===== config.mk =====
export PLATFORM = sky130hd
export DESIGN_NAME = hilo_div_ctrl_flat
export DESIGN_NICKNAME = d
export VERILOG_FILES = /design/src/rtl/hilo_pkg.sv /design/src/rtl/hilo_div_ctrl_if.sv /design/src/rtl/hilo_regs.sv /design/src/rtl/hilo_div_ctrl.sv /design/src/flat_wrapper.sv
export SDC_FILE = /design/constraint.sdc
export NUM_CORES = 1
export LEC_CHECK = 0
export ABC_AREA = 1
export CORE_ASPECT_RATIO = 0.75
export CORE_UTILIZATION = 43
export CTS_CLUSTER_SIZE = 10
export DETAILED_ROUTE_END_ITERATION = 12
export GPL_ROUTABILITY_DRIVEN = 0
export GPL_TIMING_DRIVEN = 1
export HOLD_SLACK_MARGIN = 0.06
export PLACE_DENSITY = 0.81
export SLEW_MARGIN = 20
export SYNTH_ARGS = -nofsm -noshare
export SYNTH_HDL_FRONTEND = slang
export SYNTH_SLANG_ARGS = --single-unit

===== constraint.sdc =====
create_clock -name clk -period 1.7 [get_ports clk]
set_clock_uncertainty 0.15 [all_clocks]
set_input_delay 0.255 -clock clk [delete_from_list [all_inputs] [get_ports clk]]
set_output_delay 0.255 -clock clk [all_outputs]
set_load 0.03 [all_outputs]

===== src/rtl/hilo_pkg.sv =====
// Shared types and sizing for the HI/LO divide sequencer.
// Optional feature macro used by this slice: HILO_DIVZERO_FLAG_EN.
package hilo_pkg;

  typedef enum logic [2:0] {
    IDLE = 3'd0,
    CLR  = 3'd1,
    RUN  = 3'd2,
    OUT  = 3'd3,
    WB   = 3'd4
  } state_t;

  localparam int DIV_ITERS_DEF = 33;

  function automatic int iter_w(input int iters);
    return (iters < 2) ? 1 : $clog2(iters + 1);
  endfunction

  localparam int ITER_W = iter_w(DIV_ITERS_DEF);

endpackage


===== src/rtl/hilo_div_ctrl_if.sv =====
// Pipeline-side bus of the HI/LO divide sequencer (EX stage is master).
interface hilo_div_ctrl_if #(
  parameter int WIDTH = 32
);
  // DIVU handshake: a transfer happens at a posedge where req_valid & req_ready;
  // dividend/divisor must be stable while req_valid is high. req_valid may be
  // raised regardless of req_ready, and once raised should be held until accepted.
  logic             req_valid;
  logic             req_ready;
  logic [WIDTH-1:0] dividend;
  logic [WIDTH-1:0] divisor;
  logic             mthi_we;
  logic             mtlo_we;
  logic [WIDTH-1:0] mt_data;
  logic             mf_rd;
  logic             mf_sel;
  logic [WIDTH-1:0] mf_data;
  logic             stall;
  logic             done;

  modport master (
    output req_valid, dividend, divisor, mthi_we, mtlo_we, mt_data, mf_rd, mf_sel,
    input  req_ready, mf_data, stall, done
  );

  modport slave (
    input  req_valid, dividend, divisor, mthi_we, mtlo_we, mt_data, mf_rd, mf_sel,
    output req_ready, mf_data, stall, done
  );

endinterface


===== src/rtl/hilo_regs.sv =====
// HI/LO architectural registers: divide write-back beats MTHI/MTLO, plus MFHI/MFLO read mux.
module hilo_regs #(
  parameter int WIDTH = 32
) (
  input  logic             clk,
  input  logic             reset,
  input  logic             wb_we,
  input  logic [WIDTH-1:0] wb_hi,
  input  logic [WIDTH-1:0] wb_lo,
  input  logic             mthi_we,
  input  logic             mtlo_we,
  input  logic [WIDTH-1:0] mt_data,
  input  logic             mf_sel,
  output logic [WIDTH-1:0] mf_data
);

  logic [WIDTH-1:0] hi;
  logic [WIDTH-1:0] lo;

  always_ff @(posedge clk or negedge reset) begin
    if (!reset) begin
      hi <= '0;
      lo <= '0;
    end else if (wb_we) begin
      hi <= wb_hi;
      lo <= wb_lo;
    end else begin
      if (mthi_we) hi <= mt_data;
      if (mtlo_we) lo <= mt_data;
    end
  end

  assign mf_data = mf_sel ? hi : lo;

endmodule


===== src/rtl/hilo_div_ctrl.sv =====
// DIVU sequencer between EX and an external iterative divider; owns HI/LO and the pipeline stall.
// Optional HILO_DIVZERO_FLAG_EN: zero divisor bypasses the divider and raises div_zero in WB.
module hilo_div_ctrl
  import hilo_pkg::*;
#(
  parameter int WIDTH     = 32,
  parameter int DIV_ITERS = DIV_ITERS_DEF
) (
  input  logic               clk,
  input  logic               reset,
  hilo_div_ctrl_if.slave     bus,
  output logic               div_reset,
  output logic               div_signal,
  output logic [WIDTH-1:0]   div_dividend,
  output logic [WIDTH-1:0]   div_divisor,
  input  logic [2*WIDTH-1:0] div_out,
`ifdef HILO_DIVZERO_FLAG_EN
  output logic               div_zero,
`endif
  output state_t             dbg_state
);

  localparam int IW = iter_w(DIV_ITERS);
  localparam logic [IW-1:0] ITER_LAST = IW'(DIV_ITERS - 1);

  state_t          state;
  logic [IW-1:0]   iter;
  logic            done_q;
  logic            idle;
  logic            busy;
  logic            transfer;
  logic [WIDTH-1:0] wb_hi;
  logic [WIDTH-1:0] wb_lo;

  assign idle     = (state == IDLE);
  assign busy     = !idle;
  assign transfer = bus.req_valid & idle;

  assign bus.req_ready = idle;
  assign bus.stall     = busy & (bus.req_valid | bus.mf_rd | bus.mthi_we | bus.mtlo_we);
  assign bus.done      = done_q;
  assign dbg_state     = state;

`ifdef HILO_DIVZERO_FLAG_EN
  logic zero_q;
  assign div_zero = zero_q;
  assign wb_hi    = zero_q ? div_dividend : div_out[2*WIDTH-1:WIDTH];
  assign wb_lo    = zero_q ? {WIDTH{1'b1}} : div_out[WIDTH-1:0];
`else
  assign wb_hi    = div_out[2*WIDTH-1:WIDTH];
  assign wb_lo    = div_out[WIDTH-1:0];
`endif

  // Outputs are registered, so each is set on the edge entering the state that owns it.
  always_ff @(posedge clk or negedge reset) begin
    if (!reset) begin
      state        <= IDLE;
      iter         <= '0;
      div_dividend <= '0;
      div_divisor  <= '0;
      done_q       <= 1'b0;
      div_reset    <= 1'b0;
      div_signal   <= 1'b0;
`ifdef HILO_DIVZERO_FLAG_EN
      zero_q       <= 1'b0;
`endif
    end else begin
      case (state)
        IDLE: begin
          if (transfer) begin
            div_dividend <= bus.dividend;
            div_divisor  <= bus.divisor;
`ifdef HILO_DIVZERO_FLAG_EN
            if (bus.divisor == '0) begin
              state  <= WB;
              done_q <= 1'b1;
              zero_q <= 1'b1;
            end else begin
              state     <= CLR;
              div_reset <= 1'b1;
            end
`else
            state     <= CLR;
            div_reset <= 1'b1;
`endif
          end
        end
        CLR: begin
          div_reset  <= 1'b0;
          div_signal <= 1'b1;
          iter       <= '0;
          state      <= RUN;
        end
        RUN: begin
          iter <= iter + IW'(1);
          if (iter == ITER_LAST) begin
            div_signal <= 1'b0;
            state      <= OUT;
          end
        end
        OUT: begin
          done_q <= 1'b1;
          state  <= WB;
        end
        WB: begin
          done_q <= 1'b0;
`ifdef HILO_DIVZERO_FLAG_EN
          zero_q <= 1'b0;
`endif
          state  <= IDLE;
        end
        default: state <= IDLE;
      endcase
    end
  end

  hilo_regs #(.WIDTH(WIDTH)) u_regs (
    .clk     (clk),
    .reset   (reset),
    .wb_we   (state == WB),
    .wb_hi   (wb_hi),
    .wb_lo   (wb_lo),
    .mthi_we (bus.mthi_we & idle),
    .mtlo_we (bus.mtlo_we & idle),
    .mt_data (bus.mt_data),
    .mf_sel  (bus.mf_sel),
    .mf_data (bus.mf_data)
  );

endmodule


===== src/flat_wrapper.sv =====
// flat-port wrapper written by rule: the top's interface ports become plain ports
module hilo_div_ctrl_flat import hilo_pkg::*;
#(
  parameter int WIDTH     = 32,
  parameter int DIV_ITERS = DIV_ITERS_DEF
)
  (clk, reset, div_reset, div_signal, div_dividend, div_divisor, div_out, dbg_state, bus_req_valid, bus_dividend, bus_divisor, bus_mthi_we, bus_mtlo_we, bus_mt_data, bus_mf_rd, bus_mf_sel, bus_req_ready, bus_mf_data, bus_stall, bus_done);
  hilo_div_ctrl_if #(.WIDTH(WIDTH)) bus_i ();
  input  logic clk;
  input  logic reset;
  output logic div_reset;
  output logic div_signal;
  output logic [WIDTH-1:0] div_dividend;
  output logic [WIDTH-1:0] div_divisor;
  input  logic [2*WIDTH-1:0] div_out;
  output state_t dbg_state;
  input wire logic [$bits(bus_i.req_valid)-1:0] bus_req_valid;
  input wire logic [$bits(bus_i.dividend)-1:0] bus_dividend;
  input wire logic [$bits(bus_i.divisor)-1:0] bus_divisor;
  input wire logic [$bits(bus_i.mthi_we)-1:0] bus_mthi_we;
  input wire logic [$bits(bus_i.mtlo_we)-1:0] bus_mtlo_we;
  input wire logic [$bits(bus_i.mt_data)-1:0] bus_mt_data;
  input wire logic [$bits(bus_i.mf_rd)-1:0] bus_mf_rd;
  input wire logic [$bits(bus_i.mf_sel)-1:0] bus_mf_sel;
  output wire logic [$bits(bus_i.req_ready)-1:0] bus_req_ready;
  output wire logic [$bits(bus_i.mf_data)-1:0] bus_mf_data;
  output wire logic [$bits(bus_i.stall)-1:0] bus_stall;
  output wire logic [$bits(bus_i.done)-1:0] bus_done;
  assign bus_i.req_valid = bus_req_valid;
  assign bus_i.dividend = bus_dividend;
  assign bus_i.divisor = bus_divisor;
  assign bus_i.mthi_we = bus_mthi_we;
  assign bus_i.mtlo_we = bus_mtlo_we;
  assign bus_i.mt_data = bus_mt_data;
  assign bus_i.mf_rd = bus_mf_rd;
  assign bus_i.mf_sel = bus_mf_sel;
  assign bus_req_ready = bus_i.req_ready;
  assign bus_mf_data = bus_i.mf_data;
  assign bus_stall = bus_i.stall;
  assign bus_done = bus_i.done;
  hilo_div_ctrl #(.WIDTH(WIDTH), .DIV_ITERS(DIV_ITERS)) u_core (.clk(clk), .reset(reset), .bus(bus_i), .div_reset(div_reset), .div_signal(div_signal), .div_dividend(div_dividend), .div_divisor(div_divisor), .div_out(div_out), .dbg_state(dbg_state));
endmodule

==> flow_metrics.tcl <==
set metrics [dict create \
    status "complete, no violations" \
    use_met3 0.07396 \
    cts-root-buf "clkbuf_16" \
    critPathSlowestCell "dfrtp_2" \
    insertedDiodeCount 0 \
    vdd_drop_max_uv 1501 \
    route.detailed.drc 0 \
    crit_path_end_kind "output port" \
    netlist_area_mm2 0.006449 \
    ys_seq_area_frac 0.5433 \
    multi_input_area_mm2 0.002671 \
    hpwlAfterDp_um 15120 \
    die-area_mm2 0.01550 \
    grt_pass1_wl_um 33340 \
    die_w_um 143.4 \
    critPathArrivalTime_ps 1260 \
    crit_path_start "u_core.dbg_state[0]$_DFFE_PN0P_" \
    start_kind "flip-flop" \
    drt_iter0_drc 424 \
    grt_use_met1 0.3629 \
    syn_nets 965 \
    area_growth_pct 55.36 \
    coreArea_mm2 0.01455 \
    antenna_found_initial 0 \
    area.sequential_mm2 0.003506 \
    grt_max_degree 65 \
    drt_wl_total_um 21400 \
    r2r-start "u_core.dbg_state[0]$_DFFE_PN0P_" \
    drv_slew 0 \
    p_leak_nw 5.174 \
    io_pins 271 \
    cts_tree "done" \
    clock.fmax_mhz 599.8 \
    path_buf_inv 2 \
    hold_path_class "in -> async" \
    period_needed_ps 1667 \
    worstPathRequired_ps 1290 \
    finalHoldViolCount 0 \
    via_per_inst 4.998 \
    placementRows 38 \
    path_cells "nor2_4, nand2_2, nand2_1, inv_1, buf_6" \
    period_share 0.9807 \
    synth_cell_type_count 19 \
    path_class "reg -> out" \
    max_cap_violations 0 \
    clock_latency_ps 410 \
    crit_fanout 3 \
    num-fill-cells 1218 \
    grt_busiest_layer "met2" \
    hold_ws_ps 156.9 \
    power.density_mw_per_mm2 1891 \
    finalPower_mw 18.95 \
    grtUsageTotal 0.2833 \
    ys_warn_count 0 \
    drive_gt1_frac 0.1350 \
    fin_tns_setup_ps 0 \
    crit_family "flip-flops" \
    ant_nets 0 \
    final_util 0.6886 \
    clkTransAtPathRegs_ps 70 \
    rsz0062_at_grt "yes" \
    start_util 0.4432 \
    avgRoutedWirePerCell_um 16.60 \
    die_h_um 108.1 \
    grt_use_met2 0.4591 \
    clockBufferDepth 2 \
    setup_viol 0 \
    ys_ff_latch 140 \
    avgSynthCellArea_um2 8.101 \
    grt_remaining_overflow 0 \
    numCtsBuffers 17 \
    cts-htree-levels 4 \
    worst_slew_pin_slew_ps 411.9 \
    max_slew_margin 0.7254 \
    synth_cells 796 \
    cts_sinks 140 \
    placed_area_mm2 0.009554 \
    grt_pass1_vias 6420 \
    placement.io_buffers 270 \
    final_cell_area_mm2 0.01002 \
    via_count 6442 \
    nNetsFinal 1245 \
    first_pass_iters 4 \
    slowest_delay_ps 440 \
]
## routing by layer
metal  vias to the layer above  wire (µm)  share of wire
met3                        44       1185          0.055
met2                       226      10450           0.49
met1                      3085       9116           0.43
li1                       3087          -              -
met4                         0        651          0.030
met5                         -          0              0
## stage by stage
step                      cells  worst slack, ps
after floorplan             796            38.59
after global placement     1250           -629.2
final                      1289            32.88
after global routing       1289           -39.61
after detailed placement   1250           -685.8
after CTS                  1289           -82.98
## cell type report
| type | instances | area share |
|---|---|---|
| Clock buffer | 19 | 0.04321 |
| Clock inverter | 13 | 0.01424 |
| Inverter | 16 | 0.005995 |
| Multi-Input combinational cell | 593 | 0.2666 |
| Sequential cell | 140 | 0.3499 |
| Tap cell | 200 | 0.02498 |
| Timing Repair Buffer | 308 | 0.2950 |
## synth_stat cells
master	n	share of area
inv_2	4	0.0023
o21ai_2	1	0.0014
nor2_1	9	0.0052
o21ai_0	5	0.0039
o21ai_1	1	0.00078
dfrtp_1	140	0.54
inv_1	12	0.0070
nor2_4	1	0.0017
nand2_2	1	0.00097
nand4_1	28	0.027
buf_1	1	0.00058
buf_2	34	0.026
mux2_2	30	0.052
mux2_1	2	0.0035
buf_4	1	0.0012
clkbuf_1	11	0.0064
nand3_1	69	0.054
nand2_1	444	0.26
ha_1	2	0.0039
## cells by family after synthesis
group                      after synthesis  synth area share
DFF                                    140            0.5433
adders and majority gates                2          0.003880
AOI/OAI and AO/OA                        7          0.006014
muxes                                   32           0.05588
and+or+nand+nor                        552            0.3471
buffers and inverters                   63           0.04385
## worst register-to-register path, cell delays in order, from the launching register on
cell     delay, ps
dfrtp_2        440
nor2_4         130
buf_6          210
nand2_2        110
buf_4          200
nand2_1        100
nand2_1         60
nand2_1         60
nand2_1         60
## placed cells by master, fill, tap and decap left out, types with 9 or more instances in the layout
| cell type | count |
|---|---|
| dfrtp_1 | 138 |
| mux2_2 | 31 |
| dlygate4sd2_1 | 69 |
| buf_4 | 27 |
| clkbuf_16 | 17 |
| nand4_1 | 28 |
| buf_12 | 12 |
| nor2_1 | 9 |
| nand3_1 | 69 |
| buf_2 | 28 |
| nand2_1 | 442 |
| clkdlybuf4s50_1 | 164 |
| inv_1 | 12 |
## flip-flops by register name (all words and copies together) (netlist names)
name and count:
u_core.div_dividend 32, u_core.div_divisor 32, u_core.u_regs.hi 32, u_core.u_regs.lo 32, u_core.iter 6, u_core.dbg_state 3, u_core.bus.done 1, u_core.div_reset 1
u_core.div_signal 1
## timing repair
| item | 4_1_cts | 5_1_grt |
|---|---|---|
| resized for setup | 222 | 8 |
| hold buffers | 1 | 0 |
| pin swaps | 1 | 2 |
| setup buffers | 4 | 0 |
| hold endpoints to repair | 140 | 0 |
| setup endpoints to repair | 130 | 61 |
| gates cloned | 2 | 0 |
## path summary, 6_finish.rpt
path	slack (ps)	depth (start not counted)	end
hold / removal	160	2	u_core.u_regs.hi[27]$_DFFE_PN0P_
max in group asynchronous	680	3	u_core.u_regs.hi[19]$_DFFE_PN0P_
hold reg to reg	320	2	u_core.div_dividend[11]$_DFFE_PN0P_
setup / recovery	30	5	bus_stall
setup reg to reg	70	8	u_core.u_regs.lo[1]$_DFFE_PN0P_
min in group clk	220	3	u_core.div_divisor[10]$_DFFE_PN0P_
## where the power goes
| group | leakage (nW) | switching (mW) | internal [mW] | total, mW |
|---|---|---|---|---|
| sequential | 1.73 | 0.924 | 4.93 | 5.85 |
| combinational | 3.16 | 6.05 | 3.38 | 9.43 |
| clock | 0.278 | 1.49 | 2.17 | 3.66 |
| total | 5.17 | 8.47 | 10.5 | 18.9 |
(Power assumes the default switching activity.)
